==> src/rtl/dma_bus_arbiter.sv <==
// Two-master (CPU, DMA) arbiter for a single-port memory with CPU priority
// and a bounded DMA starvation counter; each access takes IDLE->ACCESS->ACK.
module dma_bus_arbiter #(
   parameter int unsigned STARVE_LIMIT = 4
) (
   input  logic        clk,
   input  logic        reset,
   input  logic        cpu_req,
   input  logic        cpu_we,
   input  logic [7:0]  cpu_addr,
   input  logic [31:0] cpu_wdata,
   output logic [31:0] cpu_rdata,
   output logic        cpu_ack,
   input  logic        dma_req,
   input  logic        dma_we,
   input  logic [7:0]  dma_addr,
   input  logic [31:0] dma_wdata,
   output logic [31:0] dma_rdata,
   output logic        dma_ack,
   output logic        mem_en,
   output logic        mem_we,
   output logic [7:0]  mem_addr,
   output logic [31:0] mem_wdata,
   input  logic [31:0] mem_rdata,
   output logic [1:0]  bus_owner
);

   typedef enum logic [1:0] {IDLE, ACCESS, ACK} state_t;

   localparam logic [1:0] OWN_NONE = 2'b00;
   localparam logic [1:0] OWN_CPU  = 2'b01;
   localparam logic [1:0] OWN_DMA  = 2'b10;
   localparam logic [3:0] LIMIT    = 4'(STARVE_LIMIT);

   state_t     state;
   logic [3:0] starve_cnt;
   logic       dma_wins;

   // DMA wins when alone, or when it has lost LIMIT contested rounds in a row.
   always_comb begin
      dma_wins = dma_req && (!cpu_req || (starve_cnt == LIMIT));
   end

   // NOTE: all state uses non-blocking assignments so every register samples
   // the pre-edge values; blocking here would create order-dependent logic.
   always_ff @(posedge clk) begin
      if (reset) begin
         state      <= IDLE;
         mem_en     <= 1'b0;
         mem_we     <= 1'b0;
         mem_addr   <= '0;
         mem_wdata  <= '0;
         cpu_ack    <= 1'b0;
         dma_ack    <= 1'b0;
         cpu_rdata  <= '0;
         dma_rdata  <= '0;
         bus_owner  <= OWN_NONE;
         starve_cnt <= '0;
      end else begin
         case (state)
            IDLE: begin
               if (cpu_req || dma_req) begin
                  state  <= ACCESS;
                  mem_en <= 1'b1;
                  if (dma_wins) begin
                     mem_we     <= dma_we;
                     mem_addr   <= dma_addr;
                     mem_wdata  <= dma_wdata;
                     bus_owner  <= OWN_DMA;
                     starve_cnt <= '0;
                  end else begin
                     mem_we    <= cpu_we;
                     mem_addr  <= cpu_addr;
                     mem_wdata <= cpu_wdata;
                     bus_owner <= OWN_CPU;
                     if (dma_req && (starve_cnt != LIMIT))
                        starve_cnt <= starve_cnt + 4'd1;
                  end
               end
            end
            ACCESS: begin
               state  <= ACK;
               mem_en <= 1'b0;
               if (bus_owner == OWN_DMA) begin
                  dma_ack <= 1'b1;
                  if (!mem_we) dma_rdata <= mem_rdata;
               end else begin
                  cpu_ack <= 1'b1;
                  if (!mem_we) cpu_rdata <= mem_rdata;
               end
            end
            ACK: begin
               state     <= IDLE;
               cpu_ack   <= 1'b0;
               dma_ack   <= 1'b0;
               bus_owner <= OWN_NONE;
            end
            default: state <= IDLE;
         endcase
      end
   end

endmodule

==> config.mk <==
export PLATFORM = sky130hd
export DESIGN_NAME = dma_bus_arbiter
export DESIGN_NICKNAME = d
export VERILOG_FILES = /design/src/rtl/dma_bus_arbiter.sv
export SDC_FILE = /design/constraint.sdc
export NUM_CORES = 1
export LEC_CHECK = 0
export BUFFER_PORTS_ARGS = -buffer_cell sky130_fd_sc_hd__buf_2
export CAP_MARGIN = 20
export CORE_UTILIZATION = 48
export DETAILED_ROUTE_END_ITERATION = 8
export MAX_ROUTING_LAYER = met4
export PLACE_DENSITY = 0.81
export SYNTH_ARGS = -nofsm -noshare
export SYNTH_HDL_FRONTEND = slang
export SYNTH_SLANG_ARGS = --single-unit
==> constraint.sdc <==
create_clock -name clk -period 2.9 [get_ports clk]
set_clock_uncertainty 0.05 [all_clocks]
set_input_delay 0.58 -clock clk [delete_from_list [all_inputs] [get_ports clk]]
set_output_delay 0.58 -clock clk [all_outputs]
set_load 0.05 [all_outputs]
* Word level (Yosys, flattened, before mapping)
Index checks and enable logic that the tools add are counted.
** Storage, ports and cells
- Input port bits :: 118
- Flip-flop bits (word level) :: 116
** Cells by class
- $add $sub $neg :: 1
- Bitwise logic cells :: 2
- Reductions and logical operators :: 18
- Mux-type cells :: 16
- Equality and inequality tests :: 8
** Operator list (number)
- 32-bit two-way mux :: 1
- 2-bit AND reduction :: 5
- 3-bit AND reduction :: 3
- 4-bit two-way mux :: 2
- 8-bit two-way mux :: 1
- 2-bit one-hot mux with 2 select lines :: 2
- 2-bit nonzero test :: 4
- 2-bit two-way mux :: 3
- 2-bit inequality test, second input constant :: 3
- 1-bit one-hot mux with 2 select lines :: 3
- 4-bit by 1-bit adder with 4-bit output, second input constant :: 1
- 2-bit == test, second input constant :: 2
- 4-bit by 3-bit == test with 1-bit output, second input constant :: 1
- 1-bit two-way mux :: 4
- 4-bit by 3-bit inequality test with 1-bit output, second input constant :: 1
- 2-bit by 1-bit == test with 1-bit output, second input constant :: 1
- 1-bit logical AND :: 2
- 2-bit zero test :: 1
- 1-bit logical OR :: 2
- 1-bit NOT :: 2
- 1-bit zero test :: 1

* Longest topological paths before layout
- Depth after elaboration :: 6
- Gate-level depth with buffers :: 9
- Mapped depth without buffers :: 6

* Worst setup path after synthesis
Ideal clock, no wire load.
- Path kind :: input port to flip-flop
- Start :: input port cpu_req
- End :: register mem_addr[2]
- Setup time :: 0.122 ns
- Required time :: 2.728 ns
- Stages on the path :: 6
- Data arrival time :: 1.672 ns
- Slack :: 1.057 ns
- Path through :: buf_2 > o21ai_0 > nor2b_1 > clkbuf_1 > clkbuf_1 > a221o_1
** Between the ends
- Cells in the longest elaborated chain, start to end :: 4
- Elaborated cells between the ends (all ways) :: 6
** RTL lines
- start, declared :: line 8 : input logic cpu_req,
- 1-bit zero test :: line 41 : dma_wins = dma_req && (!cpu_req || (starve_cnt == LIMIT));
- 1-bit logical OR :: line 41
- 1-bit logical AND :: line 41
- 8-bit two-way mux :: line 65 : if (dma_wins) begin
- end signal, assigned :: line 67 : mem_addr <= dma_addr;
- end signal, assigned :: line 73 : mem_addr <= cpu_addr;
- end, declared :: line 22 : output logic [7:0] mem_addr,
Several ways; a longest one is shown, not always the timed one.
A chain may end at the register's enable or synchronous reset.

* Worst setup path in the final report
- Start :: register starve_cnt[0]
- End :: register mem_wdata[1]
** Between the ends
- Cells in the longest elaborated chain, start to end :: 4
** RTL lines
- start, declared :: line 36 : logic [3:0] starve_cnt;
- start signal, assigned :: line 77 : starve_cnt <= starve_cnt + 4'd1;
- 4-bit by 3-bit == test with 1-bit output :: line 41
- 1-bit logical OR :: line 41
- 1-bit logical AND :: line 41
- 32-bit two-way mux :: line 65
- end signal, assigned :: line 68 : mem_wdata <= dma_wdata;
- end signal, assigned :: line 74 : mem_wdata <= cpu_wdata;
- end, declared :: line 23 : output logic [31:0] mem_wdata,
No other way between the ends.

==> flow_summary.yaml <==
route:
  vias_per_cell: 5.290
  drt_pass1_iterations: 8
  dr.max_layer_used: "met4"
  met3_length_um: 803
  routed-wl-met2_um: 5931
  drt_iter0_markers: 205
  ant_nets: 0
  route.detailed.drc: 0
  num_vias: 4348
  routedWlPerCell_um: 14.31
  m1WireLength_um: 4784
  routed_wl_um: 11770
pwr:
  ir_worst_vdd_mv: 0.3989
  p_sw_frac: 0.2967
  clockPowerShare: 0.449
  p_switching_w: 0.001343
  p_int_w: 0.003184
  power_frac_comb: 0.166
  powerDensity_nw_per_um2: 747.2
  leakagePower_nw: 2.839
  pwr-share-seq: 0.385
worst_setup_path:
  cp_num_buf_inv: 1
  endpoint: "mem_wdata[1]"
  reg2reg_to: "mem_wdata[1]"
  reg2reg_slack_ns: 0.59
  slowest_delay_ns: 0.61
  start_kind: "flop"
  crit_type: "flop to flop"
  worst-path-stages: 6
  r2r-start: "starve_cnt[0]"
  critPathMaxFanout: 24
  critPathCaptureType: "flop"
  crit_required_ns: 3.28
  crit_arrival_ns: 2.69
  r2r_cells: 6
  path_cells: "inv_1 > ha_1 > nand3b_4 > o211a_1 > nor2b_4 > a221o_1"
  cpLargestDelayFamily: "compound AO/OA/AOI/OAI gates"
  slowest_stage: "nor2b_4"
  crit_start: "starve_cnt[0]"
floorplanning:
  die_h_um: 97.01
  die_x_um: 97.01
  core_area_sq_um: 8721
  start_util: 0.4968
  pin_count: 228
  rows: 34
  die_area_sq_um: 9411
grt:
  grt_usage: 0.2628
  first_global_vias: 4186
  grt_max_degree: 62
  gr-total-overflow: 0
  grt_pass1_wl_um: 19490
  antenna_found_initial: 0
logic_synthesis:
  yosys.area.top_type: "dfxtp_1"
  synth_edf_count: 0
  synth-async-reset-ratio: 0
  ys_seq_area_frac: 0.5360
  synth-seq-cells: 116
  avgSynthCellArea_sq_um: 8.934
  synth_flop_cell: "dfxtp_1"
  yosys_warnings: 0
  syn_area_sq_um: 4333
  netlist.area_leader.share: 0.5360
  yosysUniqueCellTypes: 33
  netlist_instances: 485
  syn-num-nets: 605
  synth_top_cells_by_area: "dfxtp_1, nand2_1, a21oi_1"
finish:
  drive_gt1_frac: 0.3936
  num-fill-cells: 695
  multiInputGateArea_sq_um: 1795
  ff_latch_area_sq_um: 2322
  nets: 821
  antenna_cells: 0
  fin_cells: 822
  areaGrowthSynthToFinish_pct: 39.85
placement:
  gp_congestion: 0.7734
  place_hpwl_um: 8300
  dp_cells: 790
  io_buffer_count: 227
worst_hold_path:
  hold_path_class: "input port to flop"
  holdPathStages: 2
sta:
  hold_viol: 0
  worstMarginPinSlew_ns: 0.7164
  maxSlewHeadroom: 0.5208
  maxSlewViolCount: 0
  rsz0062_at_grt: "false"
  max_clock_freq_ghz: 0.4325
  min_period_ns: 2.312
  finalCritPeriodShare: 0.7972
  tns_ns: 0
  hold-worst-slack_ns: 0.2601
  setup_viol: 0
cts:
  cts.repair.resized: 0
  cts_inserted_buffers: 17
  clockBufferDepth: 2
  clock_latency_ns: 0.48
  root_buffer: "clkbuf_8"
  htree_levels: 4
  path_clk_slew_ns: 0.06
  cts_tree: "yes"
  cts_setup_buffers: 0
  clock-sinks: 116
  cts_hold_buf: 0
outcome:
  outcome: "completed"
job:
  cap_violations: 0
-- routing by layer --
metal	vias to the layer above	global-route usage
met5	-	-
li1	2102	-
met2	207	0.4372
met4	0	0.09300
met3	16	0.06431
met1	2023	0.3092
-- synth_stat cells (all sizes together), types with 2 or more instances --
master,instances
dfxtp,116
a2bb2oi,2
and2,24
nor3,2
clkbuf,25
ha,2
nand2,137
inv,6
nand3,2
a21oi,73
nor2b,3
a221o,24
buf,13
nor2,24
a222oi,17
or3,3
-- sequential cells by signal, summed over array words and instances (netlist names) --
register / flops
dma_ack: 1
cpu_ack: 1
mem_addr: 8
mem_en: 1
starve_cnt: 4
state: 2
bus_owner: 2
mem_we: 1
mem_wdata: 32
dma_rdata: 32
cpu_rdata: 32
-- worst register-to-register path, delay by kind of cell, from the launching register on --
kind,cells,cell delay (ns)
adder cells (fa/ha/maj),1,0.23
buffers and inverters,1,0.07
AND/OR/NAND/NOR,2,0.75
flip-flops,1,0.39
AO/OA/AOI/OAI,2,0.78
-- layout make-up --
class                           instances  area share
Timing Repair Buffer                  235      0.1974
Sequential cell                       116      0.3832
Clock inverter                         13     0.02416
Multi-Input combinational cell        325      0.2963
Inverter                                6    0.003717
Clock buffer                           19     0.07289
Tap cell                              108     0.02230
-- cells in the final DEF, fill, tap and decap left out, types with 3 or more instances in the layout --
master and instances:
a21oi_1 72, a221o_1 24, a222oi_1 17, and2_1 20
and2_2 4, buf_2 227, buf_4 8, clkbuf_16 16
clkbuf_8 3, clkinv_4 3, dfxtp_1 116, inv_1 6
inv_6 4, nand2_1 137, nor2_1 24, or3_2 3
-- cell families after synthesis --
logic type / share of synthesized area
AND/OR/NAND/NOR: 0.2068
flip-flops: 0.5360
adder cells (fa/ha/maj): 0.005774
AO/OA/AOI/OAI: 0.1990
buffers and inverters: 0.05256
-- per-stage QoR --
step,total power [W],setup slack [ns],area (sq um),util
after global placement,0.002513,0.5792,5472,0.6274
after detailed placement,0.002530,0.5026,5472,0.6274
after floorplan,0.002309,1.057,4333,-
after global routing,0.004707,0.3707,6060,0.6948
final,0.004528,0.5881,6060,0.6948
after CTS,0.004558,0.5995,6060,0.6948
-- worst min path at each step --
stage,start,to
after floorplan,starve_cnt[1],starve_cnt[1]
after global placement,cpu_rdata[25],cpu_rdata[25]
after detailed placement,cpu_rdata[2],cpu_rdata[2]
after CTS,cpu_wdata[8],mem_wdata[8]
after global routing,cpu_wdata[25],mem_wdata[25]
final,cpu_wdata[8],mem_wdata[8]
-- power groups by stage --
| stage | sequential [W] | clock, W | combinational [W] |
|---|---|---|---|
| detailed placement | 0.00177 | 0 | 0.000755 |
| global route | 0.00175 | 0.00215 | 0.000800 |
| floorplan | 0.00208 | 0 | 0.000229 |
| finish | 0.00174 | 0.00203 | 0.000753 |
| CTS | 0.00174 | 0.00206 | 0.000755 |
| global placement | 0.00177 | 0 | 0.000741 |
Power figures use the tool's default switching activity.
